===== config.mk =====
export PLATFORM = sky130hd
export DESIGN_NAME = in_commutator_flat
export DESIGN_NICKNAME = d
export VERILOG_FILES = /design/src/rtl/in_commutator_pkg.sv /design/src/rtl/in_commutator_if.sv /design/src/rtl/in_commutator_quarter_buffer.sv /design/src/rtl/in_commutator.sv /design/src/flat_wrapper.sv
export SDC_FILE = /design/constraint.sdc
export NUM_CORES = 2
export LEC_CHECK = 0
export ABC_AREA = 0
export CAP_MARGIN = 20
export CORE_UTILIZATION = 62
export CTS_CLUSTER_SIZE = 40
export DETAILED_ROUTE_END_ITERATION = 10
export HOLD_SLACK_MARGIN = 0.12
export MAX_ROUTING_LAYER = met4
export PLACE_DENSITY = 0.76
export SETUP_SLACK_MARGIN = 0.2
export SYNTH_ARGS = -nofsm -noshare
export SYNTH_HDL_FRONTEND = slang
export SYNTH_SLANG_ARGS = --single-unit

===== constraint.sdc =====
create_clock -name clk -period 4.9 [get_ports clk]
set_input_delay 0.98 -clock clk [delete_from_list [all_inputs] [get_ports clk]]
set_output_delay 0.98 -clock clk [all_outputs]
set_load 0.005 [all_outputs]

===== src/rtl/in_commutator_pkg.sv =====
// Shared FFT constants, lane mapping and reader state type for the input commutator.
package in_commutator_pkg;

    localparam int unsigned FFT_SFPW  = 32;
    localparam int unsigned FFT_N     = 64;
    localparam int unsigned FFT_LOG2N = 6;

    localparam int unsigned NUM_LANES = 4;
    localparam int unsigned LANE_X0   = 3;  // x[n]
    localparam int unsigned LANE_X1   = 2;  // x[n+N/4]
    localparam int unsigned LANE_X2   = 1;  // x[n+N/2]
    localparam int unsigned LANE_X3   = 0;  // x[n+3N/4]

    typedef enum logic {
        RD_IDLE = 1'b0,
        RD_READ = 1'b1
    } rd_state_e;

    // Quarter q of the frame is presented on lane 3-q of the output word.
    function automatic int unsigned lane_of_quarter(input int unsigned q);
        return NUM_LANES - 1 - q;
    endfunction

endpackage


===== src/rtl/in_commutator_if.sv =====
// Serial-in / 4-lane-out stream bundle between the sample source and the commutator.
interface in_commutator_if #(
    parameter int unsigned NB = 32
);
    logic              start;
    logic              in_valid;
    logic [NB-1:0]     input_data;
    logic              out_valid;
    logic              out_sop;
    logic [4*NB-1:0]   output_data;

    modport master (
        output start, in_valid, input_data,
        input  out_valid, out_sop, output_data
    );

    modport slave (
        input  start, in_valid, input_data,
        output out_valid, out_sop, output_data
    );
endinterface


===== src/rtl/in_commutator_quarter_buffer.sv =====
// One lane of sample storage: 2 banks x N/4 words, one write port, registered read port.
module in_commutator_quarter_buffer
    import in_commutator_pkg::*;
#(
    parameter int unsigned NB = FFT_SFPW,
    parameter int unsigned AW = 4          // {bank, word address}
) (
    input  logic          clk,
    input  logic          reset,
    input  logic          wr_en_i,
    input  logic [AW-1:0] wr_addr_i,
    input  logic [NB-1:0] wr_data_i,
    input  logic          rd_en_i,
    input  logic [AW-1:0] rd_addr_i,
    output logic [NB-1:0] rd_data_o
);

    logic [NB-1:0] mem_q [2**AW];
    logic [NB-1:0] rd_data_q;

    // Storage array write; contents are not reset.
    always_ff @(posedge clk) begin
        if (wr_en_i) begin
            mem_q[wr_addr_i] <= wr_data_i;
        end
    end

    // Registered read; holds the last word read when idle.
    always_ff @(posedge clk) begin
        if (reset) begin
            rd_data_q <= '0;
        end else if (rd_en_i) begin
            rd_data_q <= mem_q[rd_addr_i];
        end
    end

    assign rd_data_o = rd_data_q;

endmodule


===== src/rtl/in_commutator.sv =====
// Input reorder buffer: natural-order serial samples -> 4-lane beats for the first radix-4 stage.
module in_commutator
    import in_commutator_pkg::*;
#(
    parameter int unsigned nb    = FFT_SFPW,
    parameter int unsigned N     = FFT_N,
    parameter int unsigned LOG2N = FFT_LOG2N
) (
    input  logic            clk,
    input  logic            reset,
    in_commutator_if.slave  bus
);

    localparam int unsigned QW = LOG2N - 2;

    logic [LOG2N-1:0] wr_cnt_q, wr_cnt_d, wr_pos;
    logic             wr_bank_q, wr_bank_d;
    logic [1:0]       full_q, full_d;
    logic             wr_en, wrap;

    rd_state_e        state_q, state_d;
    logic             rd_bank_q, rd_bank_d;
    logic [QW-1:0]    rd_cnt_q, rd_cnt_d;
    logic             rd_en, rd_clr;

    logic             out_valid_q, out_sop_q;
    logic [nb-1:0]    lane_data [NUM_LANES];

    // Write-side position: start realigns the current sample to x[0].
    always_comb begin
        wr_pos    = bus.start ? '0 : wr_cnt_q;
        wr_en     = bus.in_valid && !reset;
        wrap      = wr_en && (wr_pos == LOG2N'(N - 1));
        wr_cnt_d  = bus.start ? '0 : wr_cnt_q;
        if (wr_en) begin
            wr_cnt_d = wr_pos + LOG2N'(1);
        end
        wr_bank_d = wrap ? ~wr_bank_q : wr_bank_q;
    end

    // Reader FSM next state; banks are filled alternately so rd_bank_q always names the oldest.
    always_comb begin
        state_d   = state_q;
        rd_cnt_d  = rd_cnt_q;
        rd_bank_d = rd_bank_q;
        rd_en     = 1'b0;
        rd_clr    = 1'b0;
        case (state_q)
            RD_IDLE: begin
                rd_cnt_d = '0;
                if (full_q[rd_bank_q]) begin
                    state_d = RD_READ;
                end
            end
            RD_READ: begin
                rd_en    = 1'b1;
                rd_cnt_d = rd_cnt_q + QW'(1);
                if (rd_cnt_q == '1) begin
                    rd_clr    = 1'b1;
                    rd_bank_d = ~rd_bank_q;
                    state_d   = full_q[~rd_bank_q] ? RD_READ : RD_IDLE;
                end
            end
            default: state_d = RD_IDLE;
        endcase
    end

    // Bank-full flags: the read clear is applied first so a wrap-set on the same bank wins.
    always_comb begin
        full_d = full_q;
        if (rd_clr) begin
            full_d[rd_bank_q] = 1'b0;
        end
        if (wrap) begin
            full_d[wr_bank_q] = 1'b1;
        end
    end

    // Counter, flag, FSM and output-qualifier registers.
    always_ff @(posedge clk) begin
        if (reset) begin
            wr_cnt_q    <= '0;
            wr_bank_q   <= 1'b0;
            full_q      <= '0;
            state_q     <= RD_IDLE;
            rd_bank_q   <= 1'b0;
            rd_cnt_q    <= '0;
            out_valid_q <= 1'b0;
            out_sop_q   <= 1'b0;
        end else begin
            wr_cnt_q    <= wr_cnt_d;
            wr_bank_q   <= wr_bank_d;
            full_q      <= full_d;
            state_q     <= state_d;
            rd_bank_q   <= rd_bank_d;
            rd_cnt_q    <= rd_cnt_d;
            out_valid_q <= rd_en;
            out_sop_q   <= rd_en && (rd_cnt_q == '0);
        end
    end

    for (genvar q = 0; q < NUM_LANES; q++) begin : g_lane
        in_commutator_quarter_buffer #(
            .NB (nb),
            .AW (QW + 1)
        ) u_qbuf (
            .clk       (clk),
            .reset     (reset),
            .wr_en_i   (wr_en && (wr_pos[LOG2N-1 -: 2] == 2'(q))),
            .wr_addr_i ({wr_bank_q, wr_pos[QW-1:0]}),
            .wr_data_i (bus.input_data),
            .rd_en_i   (rd_en),
            .rd_addr_i ({rd_bank_q, rd_cnt_q}),
            .rd_data_o (lane_data[q])
        );
        assign bus.output_data[nb*lane_of_quarter(q) +: nb] = lane_data[q];
    end

    assign bus.out_valid = out_valid_q;
    assign bus.out_sop   = out_sop_q;

    a_no_overwrite: assert property (@(posedge clk) disable iff (reset)
        !(wr_en && full_q[wr_bank_q] && !(rd_clr && (rd_bank_q == wr_bank_q))))
        else $error("in_commutator: write into a bank still awaiting readout");

endmodule

===== src/flat_wrapper.sv =====
// flat-port wrapper written by rule: the top's interface ports become plain ports
module in_commutator_flat import in_commutator_pkg::*;
#(
    parameter int unsigned nb    = FFT_SFPW,
    parameter int unsigned N     = FFT_N,
    parameter int unsigned LOG2N = FFT_LOG2N
)
  (clk, reset, bus_start, bus_in_valid, bus_input_data, bus_out_valid, bus_out_sop, bus_output_data);
  in_commutator_if bus_i ();
  input  logic clk;
  input  logic reset;
  input wire logic [$bits(bus_i.start)-1:0] bus_start;
  input wire logic [$bits(bus_i.in_valid)-1:0] bus_in_valid;
  input wire logic [$bits(bus_i.input_data)-1:0] bus_input_data;
  output wire logic [$bits(bus_i.out_valid)-1:0] bus_out_valid;
  output wire logic [$bits(bus_i.out_sop)-1:0] bus_out_sop;
  output wire logic [$bits(bus_i.output_data)-1:0] bus_output_data;
  assign bus_i.start = bus_start;
  assign bus_i.in_valid = bus_in_valid;
  assign bus_i.input_data = bus_input_data;
  assign bus_out_valid = bus_i.out_valid;
  assign bus_out_sop = bus_i.out_sop;
  assign bus_output_data = bus_i.output_data;
  in_commutator #(.nb(nb), .N(N), .LOG2N(LOG2N)) u_core (.clk(clk), .reset(reset), .bus(bus_i));
endmodule

==> impl_metrics.env <==
export IMPL_status="completed"
export IMPL_reg2reg_from="u_core.rd_cnt_q[0]"
export IMPL_clk_latency_ns=1.02
export IMPL_synth_edf_count=4096
export IMPL_grt_pass1_vias=82300
export IMPL_fin_setup_tns_ns=0
export IMPL_holdPathEnd="u_core.wr_bank_q"
export IMPL_hold_viol=0
export IMPL_critPathSlowestCell="a2111oi_0"
export IMPL_cts_sinks=4241
export IMPL_cts_resized=0
export IMPL_r2r_end="u_core.g_lane[0].u_qbuf.rd_data_o[16]"
export IMPL_drt_iter0_drc=13200
export IMPL_rsz0062_at_grt="no"
export IMPL_worstHoldStart="reset"
export IMPL_dr_pass1_iters=6
export IMPL_vias=84400
export IMPL_finalNonFillerCells=11800
export IMPL_cp_start_kind="flop"
export IMPL_track_usage_pct=34.8
export IMPL_cellLeakagePower_uw=0.0544
export IMPL_crit_chain="buf_12 -> buf_12 -> mux4_1 -> mux2_2 -> a2111oi_0 -> buf_4 -> a2111oi_0"
export IMPL_period_needed_ns=3.76
export IMPL_cts_buffers=411
export IMPL_critPathKind="flop to flop"
export IMPL_ys_seq_area_share_pct=78.3
export IMPL_post_route_drc_count=0
export IMPL_die_w_um=511
export IMPL_maxCapViolCount=0
export IMPL_finalCritPeriodShare_pct=76.8
export IMPL_dp_cells=11000
export IMPL_avgSynthCellArea_um2=21.2
export IMPL_holdPathStages=2
export IMPL_cts_root_buf="clkbuf_16"
export IMPL_total_power_uw=72600
export IMPL_via_per_inst=7.15
export IMPL_grt_max_degree=129
export IMPL_start_util_pct=62.5
export IMPL_synth_cells=7573
export IMPL_cp_data_arrival_time_ns=4.58
export IMPL_grt_overflow=0
export IMPL_area_growth_pct=13.6
export IMPL_grt_first_pass_wirelength_um=618000
export IMPL_ir_drop_uv=319
export IMPL_ant_nets=0
export IMPL_synth_top_area_share_pct=76.5
export IMPL_end_kind="flop"
export IMPL_cp_buffers_inverters=3
export IMPL_skew_ns=0.0626
export IMPL_utilization_pct=71.0
export IMPL_grt_antenna_before_repair=26
export IMPL_hp_class="input pin to flop"
export IMPL_cts_buffer_depth=4
export IMPL_fmax_mhz=266
export IMPL_fillCellCount=14500
export IMPL_place_congestion=0.880
export IMPL_drive_above_1_share_pct=23.0
export IMPL_synth_flop_cell="edfxtp_1"
export IMPL_io_buffers=165
export IMPL_worstPathRequired_ns=5.71
export IMPL_reg2reg_slack_ns=1.14
export IMPL_yosysWarningCount=0
export IMPL_htreeDepth=5
export IMPL_max_slew_margin_pct=18.6
export IMPL_cts_setup_buffers=0
export IMPL_fin_nets=8117
export IMPL_synth_async_sr_flop_share_pct=0
export IMPL_synth_area_leaders="edfxtp_1, mux4_2, mux2i_1, dfxtp_1, mux2_2"
export IMPL_rr_worst_depth=7
export IMPL_coreArea_um2=257000
export IMPL_worst_pin_slew_ns=1.22
export IMPL_wl_per_cell_um=37.4
export IMPL_cts_tree="done"
export IMPL_crit_fanout=40
export IMPL_power_density_nw_per_um2=397
export IMPL_post_cts_hold_buffer_count=0
export IMPL_ioPinCount=166
export IMPL_drt_total_wl_um=442000
export IMPL_critPathMaxStageDelay_ns=0.85
export IMPL_syn_area_um2=161000
export IMPL_hpwl_um=253000
export IMPL_ys_ff_latch=4241
export IMPL_ys_types=46
export IMPL_setup_violations=0
export IMPL_cp_top_family="multiplexers"
export IMPL_dieHeight_um=511
export IMPL_slew_viol_final=0
export IMPL_clk_pin_slew_ns=0.06
export IMPL_synth_top_area_cell="edfxtp_1"
export IMPL_synth_nets=7614
export IMPL_dieArea_um2=261000
export IMPL_rows=186
==> cells by family (layout without fill, tap and decap cells) <==
family                   after synthesis  in the layout  share of synthesized area (%)
AO/OA/AOI/OAI                        795            795                           3.70
XOR/XNOR                               8              8                         0.0436
adder cells (fa/ha/maj)                5              5                         0.0389
buffers and inverters                466           1297                           1.53
flip-flops                          4241           4241                           78.3
multiplexers                        1593           1593                           15.2
other                                  0             17                              0
AND/OR/NAND/NOR                      465            465                           1.21
==> cell type report <==
| cell class | instances | area, um2 | share of cell area [%] |
|---|---|---|---|
| clock buffer | 529 | 11100 | 6.10 |
| timing repair buffer | 548 | 5340 | 2.92 |
| inverter | 8 | 42.5 | 0.0233 |
| multi-input combinational | 2866 | 33600 | 18.4 |
| tap | 3384 | 4230 | 2.32 |
| antenna | 17 | 42.5 | 0.0233 |
| clock inverter | 212 | 2430 | 1.33 |
| sequential | 4241 | 126000 | 68.9 |
==> state kept, by name, indices dropped and copies added (netlist names) <==
signal and flops:
u_core.rd_bank_q 1, u_core.state_q 1, u_core.bus.out_sop 1, u_core.g_lane.u_qbuf.rd_data_o 128, u_core.rd_cnt_q 4, u_core.wr_bank_q 1
u_core.g_lane.u_qbuf.mem_q 4096, u_core.wr_cnt_q 6, u_core.full_q 2, u_core.bus.out_valid 1
==> power breakdown <==
group	total [uW]	internal [uW]	switching, uW
Combinational	885	94.2	791
Clock	32000	18800	13200
Sequential	39700	39700	6.06
Total	72600	58700	14000
==> metal layers <==
| metal | up-vias | global-route usage, % | wire, um |
|---|---|---|---|
| li1 | 32900 | - | - |
| met1 | 43700 | 47.3 | 159000 |
| met2 | 6727 | 52.0 | 208000 |
| met3 | 1001 | 7.24 | 54200 |
| met4 | 0 | 14.8 | 21200 |
| met5 | - | - | 0 |
==> cells in the final DEF, fill, tap and decap left out, drive strengths merged, types with 3 or more instances in the layout <==
cell type | synthesis | routed
a2111oi | 200 | 200
a21oi | 76 | 76
a221o | 12 | 12
a221oi | 56 | 56
a22oi | 72 | 72
and2 | 4 | 4
and3 | 3 | 3
buf | 253 | 416
bufinv | 0 | 54
clkbuf | 205 | 529
clkdlybuf4s50 | 0 | 132
clkinv | 0 | 140
clkinvlp | 0 | 12
dfxtp | 145 | 145
diode | 0 | 17
edfxtp | 4096 | 4096
ha | 5 | 5
inv | 8 | 14
mux2 | 209 | 209
mux2i | 744 | 744
mux4 | 640 | 640
nand2 | 90 | 90
nand2b | 6 | 6
nand3 | 8 | 8
nand3b | 4 | 4
nor2 | 272 | 272
nor2b | 5 | 5
nor3 | 62 | 62
o21ai | 3 | 3
o221ai | 118 | 118
o22ai | 256 | 256
or3b | 3 | 3
xnor2 | 7 | 7
==> Yosys cell counts, drive strengths merged, types with 76 or more instances <==
cell type	number
clkbuf	205
nor2	272
buf	253
edfxtp	4096
mux4	640
a2111oi	200
mux2i	744
o221ai	118
o22ai	256
mux2	209
dfxtp	145
a21oi	76
nand2	90
==> stage by stage <==
| stage | setup slack, ns | area [um2] | hold WS, ns |
|---|---|---|---|
| CTS | 1.11 | 183000 | 0.268 |
| floorplan | 1.17 | 161000 | 0.466 |
| finish | 1.14 | 183000 | 0.322 |
| global placement | 0.862 | 169000 | 0.480 |
| global route | 1.03 | 183000 | 0.298 |
| detailed placement | 0.814 | 169000 | 0.491 |
==> how the worst max path moves through the flow <==
stage / to / slack, ns / from / depth (start not counted)
5_1_grt: u_core.g_lane[1].u_qbuf.rd_data_o[28] / 1.03 / u_core.rd_cnt_q[0] / 6
3_5_place_dp: u_core.g_lane[2].u_qbuf.mem_q[20][31] / 0.81 / bus_in_valid / 6
4_1_cts: u_core.g_lane[0].u_qbuf.rd_data_o[16] / 1.11 / u_core.rd_cnt_q[0] / 7
6_report: u_core.g_lane[0].u_qbuf.rd_data_o[16] / 1.14 / u_core.rd_cnt_q[0] / 7
2_1_floorplan: u_core.g_lane[0].u_qbuf.mem_q[6][0] / 1.17 / bus_start / 7
3_3_place_gp: u_core.g_lane[0].u_qbuf.mem_q[29][23] / 0.86 / bus_start / 7
(Power assumes the default switching activity.)
